<file path="config.mk">
export PLATFORM = sky130hd
export DESIGN_NAME = game_controller_flat
export DESIGN_NICKNAME = d
export VERILOG_FILES = /design/src/rtl/game_pkg.sv /design/src/rtl/game_if.sv /design/src/rtl/enemy_delta_scanner.sv /design/src/rtl/game_controller.sv /design/src/flat_wrapper.sv
export SDC_FILE = /design/constraint.sdc
export NUM_CORES = 1
export LEC_CHECK = 0
export CAP_MARGIN = 20
export CORE_MARGIN = 3
export CORE_UTILIZATION = 56
export DETAILED_ROUTE_END_ITERATION = 7
export PLACE_DENSITY = 0.84
export SYNTH_ARGS = -nofsm -noshare
export SYNTH_HDL_FRONTEND = slang
export SYNTH_SLANG_ARGS = --single-unit
</file>
<file path="constraint.sdc">
create_clock -name Clk -period 6.3 [get_ports Clk]
set_clock_uncertainty 0.2 [all_clocks]
set_input_delay 0.945 -clock Clk [delete_from_list [all_inputs] [get_ports Clk]]
set_output_delay 0.945 -clock Clk [all_outputs]
set_load 0.005 [all_outputs]
</file>
<file path="src/rtl/game_pkg.sv">
// rtl/game_pkg.sv - shared types and defaults for the game sequencer
package game_pkg;

    localparam int CNT_W = 10;
    localparam int DEF_ENEMY_NUM = 4;
    localparam logic [6:0] DEF_PLAYER_FULL_BLOOD = 7'd100;

    typedef enum logic [2:0] {
        IDLE,
        PLAY,
        SCAN,
        WAVE_BREAK,
        GAME_OVER
    } game_state_t;

    // SCAN is an internal sub-phase of PLAY and reports as PLAY externally
    function automatic logic [1:0] state_code(input game_state_t s);
        case (s)
            IDLE:       return 2'd0;
            PLAY:       return 2'd1;
            SCAN:       return 2'd1;
            WAVE_BREAK: return 2'd2;
            GAME_OVER:  return 2'd3;
            default:    return 2'd0;
        endcase
    endfunction

endpackage

</file>
<file path="src/rtl/game_if.sv">
// rtl/game_if.sv - enemy counter bus and player status outputs
interface game_if #(
    parameter int ENEMY_NUM = 4
);
    logic [ENEMY_NUM*10-1:0] Enemy_Total_Damage_All;
    logic [ENEMY_NUM*10-1:0] Enemy_Score_All;
    logic [9:0]              Enemy_Respawn_Unit_Time;
    logic                    Enemy_Enable;
    logic [6:0]              Player_Blood;
    logic [9:0]              Total_Score;
    logic [3:0]              Wave;
    logic [1:0]              Game_State;

    modport master (
        input  Enemy_Total_Damage_All,
        input  Enemy_Score_All,
        output Enemy_Respawn_Unit_Time,
        output Enemy_Enable,
        output Player_Blood,
        output Total_Score,
        output Wave,
        output Game_State
    );

    modport slave (
        output Enemy_Total_Damage_All,
        output Enemy_Score_All,
        input  Enemy_Respawn_Unit_Time,
        input  Enemy_Enable,
        input  Player_Blood,
        input  Total_Score,
        input  Wave,
        input  Game_State
    );
endinterface

</file>
<file path="src/rtl/enemy_delta_scanner.sv">
// rtl/enemy_delta_scanner.sv - per-enemy counter snapshots and sequential delta scan
module enemy_delta_scanner
    import game_pkg::*;
#(
    parameter int ENEMY_NUM = DEF_ENEMY_NUM
) (
    input  logic                       Clk,
    input  logic                       Reset,
    input  logic                       track,
    input  logic                       scan_start,
    input  logic [ENEMY_NUM*CNT_W-1:0] damage_all,
    input  logic [ENEMY_NUM*CNT_W-1:0] score_all,
    output logic [CNT_W-1:0]           dd,
    output logic [CNT_W-1:0]           ds,
    output logic                       scan_valid,
    output logic                       scan_done
);

    localparam int IW = (ENEMY_NUM > 1) ? $clog2(ENEMY_NUM) : 1;
    localparam logic [IW-1:0] LAST = IW'(ENEMY_NUM - 1);

    logic [CNT_W-1:0] prev_damage [ENEMY_NUM];
    logic [CNT_W-1:0] prev_score  [ENEMY_NUM];
    logic [IW-1:0]    idx;
    logic [CNT_W-1:0] cur_damage;
    logic [CNT_W-1:0] cur_score;

    // Modular subtraction makes a counter wrap produce the true delta
    always_comb begin
        cur_damage = damage_all[idx*CNT_W +: CNT_W];
        cur_score  = score_all[idx*CNT_W +: CNT_W];
        dd         = cur_damage - prev_damage[idx];
        ds         = cur_score - prev_score[idx];
    end

    always_ff @(posedge Clk) begin
        if (Reset) begin
            for (int i = 0; i < ENEMY_NUM; i++) begin
                prev_damage[i] <= damage_all[i*CNT_W +: CNT_W];
                prev_score[i]  <= score_all[i*CNT_W +: CNT_W];
            end
            idx        <= '0;
            scan_valid <= 1'b0;
            scan_done  <= 1'b0;
        end else begin
            scan_done <= scan_valid && (idx == LAST);
            if (track) begin
                for (int i = 0; i < ENEMY_NUM; i++) begin
                    prev_damage[i] <= damage_all[i*CNT_W +: CNT_W];
                    prev_score[i]  <= score_all[i*CNT_W +: CNT_W];
                end
            end else if (scan_valid) begin
                prev_damage[idx] <= cur_damage;
                prev_score[idx]  <= cur_score;
            end
            if (scan_start) begin
                idx        <= '0;
                scan_valid <= 1'b1;
            end else if (scan_valid) begin
                if (idx == LAST) begin
                    scan_valid <= 1'b0;
                end else begin
                    idx <= idx + 1'b1;
                end
            end
        end
    end

endmodule

</file>
<file path="src/rtl/game_controller.sv">
// rtl/game_controller.sv - game flow FSM, blood/score accounting and wave progression
module game_controller
    import game_pkg::*;
#(
    parameter int         ENEMY_NUM         = DEF_ENEMY_NUM,
    parameter logic [6:0] PLAYER_FULL_BLOOD = DEF_PLAYER_FULL_BLOOD,
    parameter int         KILLS_PER_WAVE    = 8,
    parameter int         BASE_RESPAWN      = 60,
    parameter int         RESPAWN_STEP      = 10,
    parameter int         MIN_RESPAWN       = 10,
    parameter int         BREAK_FRAMES      = 120,
    parameter int         MAX_WAVE          = 9
) (
    input  logic Clk,
    input  logic Reset,
    input  logic game_frame_clk_rising_edge,
    input  logic Start,
    game_if.master bus
);

    localparam int BW = $clog2(BREAK_FRAMES + 1);

    game_state_t      state, state_n;
    logic [6:0]       blood_n;
    logic [9:0]       score_n;
    logic [3:0]       wave_n;
    logic [9:0]       resp_n;
    logic [7:0]       kills, kills_n;
    logic [BW-1:0]    brk, brk_n;
    logic             scan_start, scan_valid, scan_done, track;
    logic [CNT_W-1:0] dd, ds;
    logic [10:0]      score_sum, kill_sum;

    function automatic logic [9:0] respawn_for(input logic [3:0] w);
        int r;
        r = BASE_RESPAWN - RESPAWN_STEP * (int'(w) - 1);
        return (r < MIN_RESPAWN) ? 10'(MIN_RESPAWN) : 10'(r);
    endfunction

    assign track = (state == IDLE) || (state == WAVE_BREAK) || (state == GAME_OVER);

    enemy_delta_scanner #(.ENEMY_NUM(ENEMY_NUM)) u_scanner (
        .Clk        (Clk),
        .Reset      (Reset),
        .track      (track),
        .scan_start (scan_start),
        .damage_all (bus.Enemy_Total_Damage_All),
        .score_all  (bus.Enemy_Score_All),
        .dd         (dd),
        .ds         (ds),
        .scan_valid (scan_valid),
        .scan_done  (scan_done)
    );

    always_comb begin
        state_n    = state;
        blood_n    = bus.Player_Blood;
        score_n    = bus.Total_Score;
        wave_n     = bus.Wave;
        resp_n     = bus.Enemy_Respawn_Unit_Time;
        kills_n    = kills;
        brk_n      = brk;
        scan_start = 1'b0;
        score_sum  = {1'b0, bus.Total_Score} + {1'b0, ds};
        kill_sum   = {3'b0, kills} + {1'b0, ds};
        case (state)
            IDLE, GAME_OVER: begin
                if (Start) begin
                    state_n = PLAY;
                    blood_n = PLAYER_FULL_BLOOD;
                    score_n = '0;
                    wave_n  = 4'd1;
                    resp_n  = 10'(BASE_RESPAWN);
                    kills_n = '0;
                    brk_n   = '0;
                end
            end
            PLAY: begin
                if (game_frame_clk_rising_edge) begin
                    state_n    = SCAN;
                    scan_start = 1'b1;
                end
            end
            SCAN: begin
                if (scan_valid) begin
                    blood_n = ({1'b0, dd} >= {4'b0, bus.Player_Blood}) ? 7'd0
                            : bus.Player_Blood - dd[6:0];
                    score_n = (score_sum > 11'd999) ? 10'd999 : score_sum[9:0];
                    kills_n = (kill_sum > 11'd255) ? 8'd255 : kill_sum[7:0];
                end
                if (scan_done) begin
                    if (bus.Player_Blood == 7'd0) begin
                        state_n = GAME_OVER;
                    end else if (kills >= 8'(KILLS_PER_WAVE)) begin
                        state_n = WAVE_BREAK;
                        kills_n = '0;
                        brk_n   = '0;
                    end else begin
                        state_n = PLAY;
                    end
                end
            end
            WAVE_BREAK: begin
                if (game_frame_clk_rising_edge) begin
                    if (brk == BW'(BREAK_FRAMES - 1)) begin
                        wave_n  = (bus.Wave >= 4'(MAX_WAVE)) ? 4'(MAX_WAVE) : bus.Wave + 4'd1;
                        resp_n  = respawn_for(wave_n);
                        state_n = PLAY;
                    end else begin
                        brk_n = brk + 1'b1;
                    end
                end
            end
            default: state_n = IDLE;
        endcase
    end

    always_ff @(posedge Clk) begin
        if (Reset) begin
            state                       <= IDLE;
            bus.Player_Blood            <= PLAYER_FULL_BLOOD;
            bus.Total_Score             <= '0;
            bus.Wave                    <= 4'd1;
            bus.Enemy_Respawn_Unit_Time <= 10'(BASE_RESPAWN);
            bus.Enemy_Enable            <= 1'b0;
            bus.Game_State              <= 2'd0;
            kills                       <= '0;
            brk                         <= '0;
        end else begin
            state                       <= state_n;
            bus.Player_Blood            <= blood_n;
            bus.Total_Score             <= score_n;
            bus.Wave                    <= wave_n;
            bus.Enemy_Respawn_Unit_Time <= resp_n;
            bus.Enemy_Enable            <= (state_n == PLAY) || (state_n == SCAN);
            bus.Game_State              <= state_code(state_n);
            kills                       <= kills_n;
            brk                         <= brk_n;
        end
    end

endmodule

</file>
<file path="src/flat_wrapper.sv">
// flat-port wrapper written by rule: the top's interface ports become plain ports
module game_controller_flat import game_pkg::*;
#(
    parameter int         ENEMY_NUM         = DEF_ENEMY_NUM,
    parameter logic [6:0] PLAYER_FULL_BLOOD = DEF_PLAYER_FULL_BLOOD,
    parameter int         KILLS_PER_WAVE    = 8,
    parameter int         BASE_RESPAWN      = 60,
    parameter int         RESPAWN_STEP      = 10,
    parameter int         MIN_RESPAWN       = 10,
    parameter int         BREAK_FRAMES      = 120,
    parameter int         MAX_WAVE          = 9
)
  (Clk, Reset, game_frame_clk_rising_edge, Start, bus_Enemy_Total_Damage_All, bus_Enemy_Score_All, bus_Enemy_Respawn_Unit_Time, bus_Enemy_Enable, bus_Player_Blood, bus_Total_Score, bus_Wave, bus_Game_State);
  game_if #(.ENEMY_NUM(ENEMY_NUM)) bus_i ();
  input  logic Clk;
  input  logic Reset;
  input  logic game_frame_clk_rising_edge;
  input  logic Start;
  input wire logic [$bits(bus_i.Enemy_Total_Damage_All)-1:0] bus_Enemy_Total_Damage_All;
  input wire logic [$bits(bus_i.Enemy_Score_All)-1:0] bus_Enemy_Score_All;
  output wire logic [$bits(bus_i.Enemy_Respawn_Unit_Time)-1:0] bus_Enemy_Respawn_Unit_Time;
  output wire logic [$bits(bus_i.Enemy_Enable)-1:0] bus_Enemy_Enable;
  output wire logic [$bits(bus_i.Player_Blood)-1:0] bus_Player_Blood;
  output wire logic [$bits(bus_i.Total_Score)-1:0] bus_Total_Score;
  output wire logic [$bits(bus_i.Wave)-1:0] bus_Wave;
  output wire logic [$bits(bus_i.Game_State)-1:0] bus_Game_State;
  assign bus_i.Enemy_Total_Damage_All = bus_Enemy_Total_Damage_All;
  assign bus_i.Enemy_Score_All = bus_Enemy_Score_All;
  assign bus_Enemy_Respawn_Unit_Time = bus_i.Enemy_Respawn_Unit_Time;
  assign bus_Enemy_Enable = bus_i.Enemy_Enable;
  assign bus_Player_Blood = bus_i.Player_Blood;
  assign bus_Total_Score = bus_i.Total_Score;
  assign bus_Wave = bus_i.Wave;
  assign bus_Game_State = bus_i.Game_State;
  game_controller #(.ENEMY_NUM(ENEMY_NUM), .PLAYER_FULL_BLOOD(PLAYER_FULL_BLOOD), .KILLS_PER_WAVE(KILLS_PER_WAVE), .BASE_RESPAWN(BASE_RESPAWN), .RESPAWN_STEP(RESPAWN_STEP), .MIN_RESPAWN(MIN_RESPAWN), .BREAK_FRAMES(BREAK_FRAMES), .MAX_WAVE(MAX_WAVE)) u_core (.Clk(Clk), .Reset(Reset), .game_frame_clk_rising_edge(game_frame_clk_rising_edge), .Start(Start), .bus(bus_i));
endmodule
</file>
==> reports/metrics.yaml, run 1 <==
synthesis:
  syn_nets: 970
  synth_edf_count: 80
  synth_area_per_cell_um2: 11.0
  synthTopCellsByArea: "edfxtp_1 27%, dfxtp_1 12%, mux4_2 10%"
  synthArstFlopShare_pct: 0
  syn_inst: 819
  ys_warn_count: 0
  seq_area_frac_synth_pct: 38.8
  synth_area_leader_cell: "edfxtp_1"
  ys_ff_latch: 135
  synth_area_um2: 9020
  synth_top_area_share_pct: 26.6
  synthDistinctLibCells: 68
  synthFlopType: "edfxtp_1"
grt:
  grt_pass1_wl_mm: 36.8
  antenna_found_initial: 0
  grt_pass1_vias: 7150
  grt_usage_pct: 26.1
  grt_max_degree: 23
  grt-ovfl-total: 0
pwr:
  leakage_uw: 0.00424
  vdd_drop_max_mv: 0.154
  p_per_area_nw_per_um2: 248
cells_and_area:
  post-route-util_pct: 71.2
  area_growth_pct: 22.1
  final_common_cell: "clkdlybuf4s50_1"
  antenna_cells: 0
  nNetsFinal: 1085
  layout.cells.most_common_list: "116 x clkdlybuf4s50_1, 80 x edfxtp_1, 74 x mux2_2"
  nFillCells: 1068
  final_area_um2: 11000
  final_layout_size_suffix_gt1_share_pct: 16.9
worst_setup_path:
  path_common_cell: "nor2_1"
  cp.buffers_inverters: 2
  end_kind: "flip-flop"
  timing.rr.start: "u_core.u_scanner.idx[0]"
  cp_max_fo: 12
  crit_family: "compound AO/OA/AOI/OAI gates"
  reg2reg_setup_slack_ps: 1290
  path_cells: "mux4_2 > inv_1 > ha_1 > inv_1 > fa_1 > a211oi_1 > nor2_1 > o21a_1 > nor2_1 > xnor2_1 > ha_1 > o21a_1 > nor2_1 > nor2_1 > a221o_1 > a211oi_1 > a21oi_1"
  slowest_stage: "dfxtp_1"
  start_kind: "flip-flop"
  cpPeakStageDelay_ps: 860
  critPathKind: "reg -> reg"
  worstPathRequired_ps: 6410
  arrival_ps: 5120
  r2r.worst_path.cells: 17
  rr_endpoint: "u_core.bus.Total_Score[1]"
worst_hold_path:
  min_to: "u_core.bus.Enemy_Respawn_Unit_Time[6]"
  hp-start: "u_core.bus.Enemy_Respawn_Unit_Time[6]"
  whs_path_depth: 2
  hold_class: "reg -> reg"
sta:
  period_minus_slack_ps: 5010
  tns_ps: 0
  holdWs_ps: 259
  rsz0062_at_grt: "no"
  finalSetupViolCount: 0
  hold_violations: 0
  report.final.slew_viol_count: 0
  clock.fmax_mhz: 200
  slew_headroom_pct: 25.9
  worst_slew_pin_slew_ps: 1110
  post-route-period-util_pct: 79.5
drt:
  ant_nets: 0
  viasPerCell: 6.26
  drcViolationCount: 0
  drtIter0Drc: 795
  wl_per_cell_um: 19.5
  wl_mm: 22.6
  via_count: 7250
  dr.pass1.iters: 5
clock_network:
  cts_buffers: 17
  cts-root-buf: "clkbuf_16"
  cts_htree_levels: 4
  post_cts_resized: 0
  cts.clk_slew.worst_paths_ps: 60
  hold_buffers: 0
  postCtsSetupBuffers: 0
  clockBufferDepth: 2
  cts_sinks: 135
  cts_tree: "built"
  clk_latency_ps: 430
die:
  ios: 118
  coreArea_um2: 15500
  die_w_um: 133
  rows: 45
  initial_utilization_pct: 58.3
  die_h_um: 133
  die_area_um2: 17700
place:
  gp_congestion: 0.889
  dpl-instance-area_um2: 10400
  hpwl_mm: 15.9
  portBuffers: 116
run:
  maxCapViolations: 0
status:
  outcome: "complete, no violations"
[layout make-up]
type | count | area, um2 | area share, %
clock inverter | 15 | 176 | 1.60
sequential | 135 | 3500 | 31.8
timing repair buffer | 128 | 1270 | 11.5
multi-input combinational | 601 | 5180 | 47.1
tap | 211 | 264 | 2.40
clock buffer | 17 | 425 | 3.86
inverter | 51 | 191 | 1.74
[cell usage after synthesis (all sizes together), types with 3 or more instances]
master	number
a21oi	49
o2111ai	7
fa	5
nor2b	7
nand2	42
nor4	5
nand2b	9
nand4	5
a22o	3
a21o	11
o211ai	6
nor2	43
dfxtp	55
ha	62
inv	50
nor3	17
mux2	74
xor2	16
nand3b	4
or4	5
and3	4
buf	14
a31oi	19
nor3b	6
edfxtp	80
a211oi	18
xnor2	26
and2	3
a221oi	3
o21bai	5
mux4	40
o22ai	8
or2	3
nand3	11
o21a	6
clkbuf	18
o21ai	46
[routing by layer]
metal	GRT usage, %	vias to the layer above	wire length (um)	part of all wire, %
met2	41.7	335	10900	48
li1	-	3374	-	-
met1	34.3	3484	9300	41
met3	6.05	57	1760	7.8
met4	11.1	0	636	2.8
met5	0	-	0	0
[cell families after synthesis]
kind of cell | after synthesis | synth area share (%)
AND/OR/NAND/NOR | 174 | 9.79
adder cells (fa/ha/maj) | 67 | 9.70
other | 1 | 0.0416
buffers and inverters | 83 | 3.73
XOR/XNOR | 42 | 4.08
multiplexers | 115 | 19.3
flip-flops | 135 | 38.8
AO/OA/AOI/OAI | 202 | 14.5
[registers in the layout, summed over array words and instances (netlist names), 3 cells and up, named ones only]
name                                cells
u_core.kills                            8
u_core.u_scanner.prev_damage           40
u_core.bus.Enemy_Respawn_Unit_Time      7
u_core.u_scanner.prev_score            40
u_core.bus.Total_Score                 10
u_core.bus.Player_Blood                 7
u_core.state                            3
u_core.brk                              7
u_core.bus.Wave                         4
[report_power, final]
part,internal [uW],switching (uW)
sequential,981,19.6
clock,622,397
combinational,328,383
[worst min-delay path, stage by stage, from the launching register on]
cell	delay, ps
dfxtp_1	300
nand2_1	50
a21oi_1	50
[per-stage QoR]
stage / total power, uW / instances / worst slack (ps)
2_1_floorplan: 1520 / 819 / 1620
3_3_place_gp: 1690 / 1125 / 1050
3_5_place_dp: 1710 / 1125 / 922
4_1_cts: 2730 / 1157 / 1310
6_report: 2730 / 1158 / 1290
5_1_grt: 2860 / 1158 / 865
[worst max path at each step]
| stage | depth (start not counted) | end | slack [ps] | start |
|---|---|---|---|---|
| floorplan | 19 | u_core.bus.Total_Score[0] | 1620 | u_core.u_scanner.idx[0] |
| global placement | 18 | u_core.bus.Total_Score[1] | 1050 | bus_Enemy_Score_All[30] |
| detailed placement | 17 | u_core.kills[3] | 920 | bus_Enemy_Score_All[30] |
| CTS | 17 | u_core.bus.Total_Score[1] | 1310 | u_core.u_scanner.idx[0] |
| global route | 16 | u_core.kills[6] | 860 | u_core.u_scanner.idx[0] |
| finish | 17 | u_core.bus.Total_Score[1] | 1290 | u_core.u_scanner.idx[0] |
Note: power is estimated with default switching activity, not from simulation.
==> inputs of run 2 (changes only) <==
Settings changed: CORE_UTILIZATION 56 to 51, PLACE_DENSITY 0.84 to 0.81.
Clock period 6.3 ns to 4.4 ns, I/O delays scaled along.
==> reports/metrics.yaml, run 2 (synthesis results as in run 1) <==
pwr:
  power.switching_uw: 1250
  pwr-share-comb_pct: 32.0
  seqPwrFrac_pct: 34.9
  p_int_uw: 2850
  vdd_drop_max_mv: 0.312
  leakage_uw: 0.00475
  p_clk_share_pct: 33.1
  p_per_area_nw_per_um2: 345
  switching_share_pct: 30.4
worst_setup_path:
  worstPathRequired_ps: 4570
  slowest_stage: "mux4_2"
  start_kind: "flip-flop"
  crit_family: "compound AO/OA/AOI/OAI gates"
  cp_max_fo: 6
  cp.buffers_inverters: 2
  cpPeakStageDelay_ps: 610
  end_kind: "flip-flop"
  arrival_ps: 4490
  critPathKind: "reg -> reg"
  path_cells: "buf_6 > mux4_2 > ha_4 > nor2b_1 > o31a_1 > o21a_1 > nor2_2 > xnor2_2 > ha_1 > and3_1 > a221oi_2 > xnor2_1 > o211a_1 > nand4_1 > buf_4 > a21oi_2"
drt:
  wl_mm: 24.8
  dr.pass1.iters: 5
  via_count: 7681
  drtIter0Drc: 592
  ant_nets: 0
  drcViolationCount: 0
  wl_per_cell_um: 19.6
  viasPerCell: 6.08
sta:
  post-route-period-util_pct: 98.2
  clock.fmax_mhz: 231
  rsz0062_at_grt: "yes"
  fin_ws_ps: 80.0
  report.final.slew_viol_count: 0
  hold_violations: 0
  slew_headroom_pct: 30.5
  finalSetupViolCount: 0
  worst_slew_pin_slew_ps: 1040
  period_minus_slack_ps: 4320
cells_and_area:
  antenna_cells: 0
  final_common_cell: "clkdlybuf4s50_1"
  final_area_um2: 11900
  nFillCells: 1250
  reg.largest.list: "u_core.u_scanner.prev_damage (40), u_core.u_scanner.prev_score (40), u_core.bus.Total_Score (10)"
  nNetsFinal: 1177
  layout.cells.most_common_list: "108 x clkdlybuf4s50_1, 100 x buf_4, 80 x edfxtp_1"
  area_growth_pct: 31.7
  final_layout_size_suffix_gt1_share_pct: 27.4
grt:
  grt_max_degree: 30
  grt-ovfl-total: 0
  antenna_found_initial: 0
  grt_usage_pct: 24.9
  grt_pass1_wl_mm: 38.4
  grt_pass1_vias: 7474
clock_network:
  clockBufferDepth: 2
  cts.clk_slew.worst_paths_ps: 60
  cts_htree_levels: 4
  cts_tree: "built"
  clk_latency_ps: 430
  cts_sinks: 135
  hold_buffers: 0
  cts_buffers: 17
  cts-root-buf: "clkbuf_16"
place:
  portBuffers: 116
  dpl-instance-area_um2: 11100
  hpwl_mm: 17.6
  pre_cts_slack_ps: -530
  gp_congestion: 0.912
die:
  coreArea_um2: 17300
  die_area_um2: 19300
  die_h_um: 139
  rows: 48
  die_w_um: 139
  initial_utilization_pct: 52.2
  ios: 118
status:
  outcome: "complete, no violations"
worst_hold_path:
  hold_class: "reg -> reg"
run:
  maxCapViolations: 0
[run 2: stage by stage]
step	instances	hold slack (ps)	total power, uW	TNS [ps]	utilization (%)
3_3_place_gp	1228	245	2620	-7100	64.1
3_5_place_dp	1228	249	2660	-8370	64.1
2_1_floorplan	819	248	2170	0	-
6_report	1263	254	4100	0	68.7
5_1_grt	1263	270	4280	-484	68.7
4_1_cts	1259	255	4010	0	67.4
[run 2: path summary, 6_finish.rpt]
path	from	to	slack, ps	cells after the start
max	u_core.u_scanner.idx[0]	u_core.bus.Total_Score[0]	80	16
min	u_core.bus.Enemy_Respawn_Unit_Time[6]	u_core.bus.Enemy_Respawn_Unit_Time[6]	250	2
max reg2reg	u_core.u_scanner.idx[0]	u_core.bus.Total_Score[0]	80	16
min reg2reg	u_core.bus.Enemy_Respawn_Unit_Time[6]	u_core.bus.Enemy_Respawn_Unit_Time[6]	250	2
[run 2: final cells by class]
| cell class | instances | area (um2) | share of cell area (%) |
|---|---|---|---|
| Multi-Input combinational cell | 602 | 5370 | 45.2 |
| Sequential cell | 135 | 3510 | 29.5 |
| Timing Repair Buffer | 219 | 1970 | 16.6 |
| Clock buffer | 18 | 429 | 3.61 |
| Tap cell | 225 | 282 | 2.37 |
| Inverter | 51 | 191 | 1.61 |
| Clock inverter | 13 | 126 | 1.06 |
[run 2: timing repair]
item,in CTS,in global routing
pin swaps,3,22
endpoints found under the setup margin,10,25
cloned,0,1
resized for setup,5,44
hold endpoints to repair,0,0
setup buffers,0,3
[run 2: power groups by stage]
| stage | clock network [uW] | logic [uW] | registers (uW) |
|---|---|---|---|
| 6_report | 1360 | 1310 | 1430 |
| 4_1_cts | 1370 | 1220 | 1430 |
| 2_1_floorplan | 0 | 731 | 1440 |
| 5_1_grt | 1420 | 1430 | 1430 |
| 3_3_place_gp | 0 | 1170 | 1450 |
| 3_5_place_dp | 0 | 1200 | 1450 |
[run 2: worst reg2reg max path, delay by kind of cell (launching register included)]
kind | cells | cell delay (ps)
AOI/OAI and AO/OA | 5 | 1170
xor gates and xnor gates | 2 | 350
adders and majority gates | 2 | 540
buffers and inverters | 2 | 340
DFF | 1 | 390
muxes | 1 | 610
and+or+nand+nor | 4 | 670
[run 2: routing by layer]
layer | GRT usage, % | part of all wire [%] | vias up
met3 | 4.86 | 6.8 | 52
met2 | 40.8 | 49 | 335
met1 | 32.4 | 41 | 3732
met5 | 0 | 0 | -
li1 | - | - | 3562
met4 | 11.0 | 3.1 | 0
